**config.mk**
```make
export PLATFORM = sky130hd
export DESIGN_NAME = cozy_regdump
export DESIGN_NICKNAME = d
export VERILOG_FILES = /design/src/rtl/cozy_regdump.sv
export SDC_FILE = /design/constraint.sdc
export NUM_CORES = 1
export LEC_CHECK = 0
export BUFFER_PORTS_ARGS = -buffer_cell sky130_fd_sc_hd__buf_2
export CORE_MARGIN = 5
export CORE_UTILIZATION = 49
export DETAILED_ROUTE_END_ITERATION = 7
export GPL_TIMING_DRIVEN = 0
export MAX_ROUTING_LAYER = met4
export PLACE_DENSITY_LB_ADDON = 0.2
export SYNTH_ARGS = -nofsm -noshare
export SYNTH_HDL_FRONTEND = slang
export SYNTH_SLANG_ARGS = --single-unit
```
**constraint.sdc**
```tcl
create_clock -name clk -period 2.65 [get_ports clk]
set_input_delay 0.53 -clock clk [delete_from_list [all_inputs] [get_ports clk]]
set_output_delay 0.53 -clock clk [all_outputs]
set_load 0.05 [all_outputs]
```
**src/rtl/cozy_regdump.sv**
```systemverilog
// cozy_regdump: serialises a register-file range as a framed byte stream
// (header 0xA5, hi/lo bytes per register, XOR checksum) over valid/ready.
module cozy_regdump #(
   parameter int FIRST_REG = 1,
   parameter int LAST_REG  = 15
) (
   input  logic        clk,
   input  logic        rst_n,
   input  logic        start,
   output logic        busy,
   output logic [3:0]  rf_sel,
   input  logic [15:0] rf_data,
   output logic [7:0]  out_data,
   output logic        out_valid,
   input  logic        out_ready,
   output logic        done
);
   typedef enum logic [2:0] {IDLE, HDR, HI, LO, SUM} state_t;
   localparam logic [3:0] FIRST = 4'(FIRST_REG);
   localparam logic [3:0] LAST  = 4'(LAST_REG);
   state_t      state, state_nxt;
   logic [15:0] word, word_nxt;
   logic [7:0]  sum, sum_nxt, data_nxt;
   logic [3:0]  sel_nxt;
   logic        last, last_nxt, done_nxt, xfer;
   assign xfer = out_valid & out_ready;
   always_ff @(posedge clk or negedge rst_n) begin
      if (!rst_n) begin
         state     <= IDLE;
         word      <= '0;
         sum       <= '0;
         out_data  <= '0;
         rf_sel    <= '0;
         last      <= 1'b0;
         done      <= 1'b0;
         busy      <= 1'b0;
         out_valid <= 1'b0;
      end else begin
         state     <= state_nxt;
         word      <= word_nxt;
         sum       <= sum_nxt;
         out_data  <= data_nxt;
         rf_sel    <= sel_nxt;
         last      <= last_nxt;
         done      <= done_nxt;
         busy      <= state_nxt != IDLE;
         out_valid <= state_nxt != IDLE;
      end
   end
   // out_data is registered, so each transfer preloads the byte for the next state
   always_comb begin
      state_nxt = state;
      word_nxt  = word;
      sum_nxt   = sum;
      data_nxt  = out_data;
      sel_nxt   = rf_sel;
      last_nxt  = last;
      done_nxt  = 1'b0;
      case (state)
         IDLE: if (start) begin
            state_nxt = HDR;
            sel_nxt   = FIRST;
            sum_nxt   = 8'hA5;
            data_nxt  = 8'hA5;
         end
         HDR: if (xfer) begin
            state_nxt = HI;
            word_nxt  = rf_data;
            last_nxt  = rf_sel == LAST;
            sel_nxt   = rf_sel + 4'd1;
            data_nxt  = rf_data[15:8];
         end
         HI: if (xfer) begin
            state_nxt = LO;
            sum_nxt   = sum ^ word[15:8];
            data_nxt  = word[7:0];
         end
         LO: if (xfer) begin
            sum_nxt   = sum ^ word[7:0];
            state_nxt = last ? SUM : HI;
            data_nxt  = last ? (sum ^ word[7:0]) : rf_data[15:8];
            word_nxt  = last ? word : rf_data;
            last_nxt  = last ? last : rf_sel == LAST;
            sel_nxt   = last ? rf_sel : rf_sel + 4'd1;
         end
         SUM: if (xfer) begin
            state_nxt = IDLE;
            done_nxt  = 1'b1;
            sel_nxt   = '0;
            data_nxt  = '0;
         end
         default: state_nxt = IDLE;
      endcase
   end
endmodule

```
==> run metrics <==
clk buf depth=2; Final Max Tran Viols=0; Mean Syn Cell Area=9.13 um^2; post-cts sizing count=0; register area share after synthesis=45.0%; ant diodes=0; antenna-violating nets left=0; final WL=5920 um; mean routed wirelength per cell=16.8 um; first-pass GRT wire length=9990 um; GRT Overall Usage=21.1%; Critical R2R Capture=word[5]; final hold violation count=0; TritonCTS clock tree=done; Yosys top cell area share=45.0%; CTS root buffer=clkbuf_8; Slew @ Worst Pin=0.951 ns; synth warn=0; Leakage Power=1.25 nW; Placed Area=2570 um^2; Layout area overhead=16.3%; area of the core region=4690 um^2; r2r worst-path depth=5; Die X=79.1 um; via-per-instance ratio=5.84; initial antenna violation count=0; critical path startpoint category=register; crit path DAT=1.94 ns; Finished Cell Area=2720 um^2; cell area after synthesis=2340 um^2; largest net degree at the start of global routing=43; crit end category=register; Tmin final=1.70 ns; FF+latch count, synth=42; vias in the first global route=1990; CTS Buf Count=5; PortBufs=34; setup TNS=0 ns; Post-synth EDFFs=0; worst vdd ir=677 uV; Data required, critical path=2.89 ns; GR Overflow Total=0; Initial Util=49.8%; TritonRoute pass-1 iters=4; GP Congestion=0.849; clk_lat worst skew=0.30 ns; max frequency=0.587 GHz; setup violators final=0; post-route clock skew=0.00495 ns; post-CTS setup buffer count=0; Max transition margin=36.6%; Hold Crit Class=in -> async; WS Path Type=reg -> reg; count of cell types in the netlist=47; Area contributors post-synth=dfrtp_1 (45%), nand2_1 (9.2%), a22oi_1 (2.9%); layout cells sized above 1=24.5%; status=finished clean; RSZ-0062 raised after global routing=no; Die ar.=6250 um^2; crit path max fanout=10; Final period util=64.3%; row count=25; Sinks on Clock Net=42; Post-synth top flop=dfrtp_1; IO Pins=35; Power per Cell Area=1320 nW/um^2; HPWL Detailed=4220 um; max-cap violations=0; via count=2055; H-tree levels=2; Final Net Count=318; Post-Syn Nets=277; synthesized instance count=256; Die H=79.1 um; R2R setup slack=0.95 ns; ys async rst share=100%; R2R Path Start=last; hold buffer count at cts=0; Synth area leader=dfrtp_1; Clock transition at path regs=0.08 ns; DRT iter0 DRCs=153; DR DRC count=0
-- per-stage QoR --
step	instances	utilization, %	hold WS, ns	setup WS (ns)	total power, mW
2_1_floorplan	256	-	0.234	0.967	2.51
3_3_place_gp	344	54.9	0.464	0.829	2.92
3_5_place_dp	344	54.9	0.469	0.776	2.97
4_1_cts	352	57.9	0.407	0.923	3.60
5_1_grt	352	57.9	0.424	0.748	3.84
6_report	352	57.9	0.380	0.945	3.59
-- layout by cell type, fill, tap and decap left out, types with 6 or more instances in the layout --
cell      netlist  layout
nand2_1        57      57
buf_2           8      42
dfrtp_1        42      42
a21oi_1        13      13
nand3_1        10      10
o21ai_0        10      10
a22oi_1         9       9
nor2_1          8       8
nand2b_1        8       8
o22ai_1         6       6
clkbuf_8        0       6
-- sequential cells by signal, indices dropped and copies added (netlist names) --
signal     cells
state          3
rf_sel         4
out_valid      1
word          16
out_data       8
last           1
done           1
sum            8
-- how the worst max path moves through the flow --
stage / slack, ns / end / cells after the start / startpoint
after global routing: 0.75 / word[15] / 6 / state[1]
after detailed placement: 0.78 / word[5] / 7 / out_ready
after global placement: 0.83 / word[5] / 7 / out_ready
final: 0.95 / word[5] / 5 / last
after floorplan: 0.97 / out_data[1] / 5 / out_valid
after CTS: 0.92 / word[5] / 6 / state[1]
-- final cells by class --
class	instances	area [um^2]
Sequential cell	42	1050
Multi-Input combinational cell	192	1170
Clock inverter	2	60.1
Clock buffer	6	82.6
Tap cell	54	67.6
Buffer	17	100
Timing Repair Buffer	34	170
Inverter	5	18.8
Fill cell	413	1970
-- logic make-up (layout without fill, tap and decap cells) --
family / count (synthesis) / after routing / share of synthesized area (%)
simple gates: 104 / 104 / 22.4
buf+inv: 22 / 64 / 5.09
compound gates: 80 / 80 / 24.1
flops: 42 / 42 / 45.0
fa+ha+maj: 1 / 1 / 0.535
mux: 5 / 5 / 2.14
xor+xnor: 2 / 2 / 0.750
-- worst max-delay path, cell delays in order, from the launching register on --
cell and delay (ns):
dfrtp_1 0.51, nand2_1 0.25, nand3_2 0.23, clkbuf_1 0.45, nand2_1 0.11, nand2_1 0.08
-- per-layer routing --
| metal | wire (um) | track usage [%] | share of wire, % |
|---|---|---|---|
| met3 | 347 | 4.20 | 5.9 |
| met5 | 0 | - | 0 |
| met4 | 66 | 5.84 | 1.1 |
| met2 | 2800 | 33.0 | 47 |
| met1 | 2700 | 28.1 | 46 |
-- where the power goes --
part           leakage, nW  internal [mW]  switching (mW)
Combinational        0.669          0.642            1.15
Sequential           0.514          0.908           0.259
Clock               0.0714          0.402           0.227
-- Yosys cell counts, types with 2 or more instances --
master     number
o21ai_2         5
xor2_1          2
a211oi_1        4
dfrtp_1        42
o22ai_1         6
a22oi_1         9
nor2_1          8
a31oi_1         3
buf_4           5
and2_1          2
o21ai_0        10
nor3b_2         2
a2bb2oi_1       4
nor2b_1         5
and4b_1         2
a22o_1          2
o221ai_1        3
o21ai_1         5
a21boi_0        4
a21oi_1        13
nand3_1        10
nand2_1        57
o2bb2ai_1       2
buf_2           8
o31ai_2         4
clkbuf_1        3
mux2i_1         5
inv_1           5
nand2b_1        8
No activity file was read; power rests on OpenSTA's default activity.
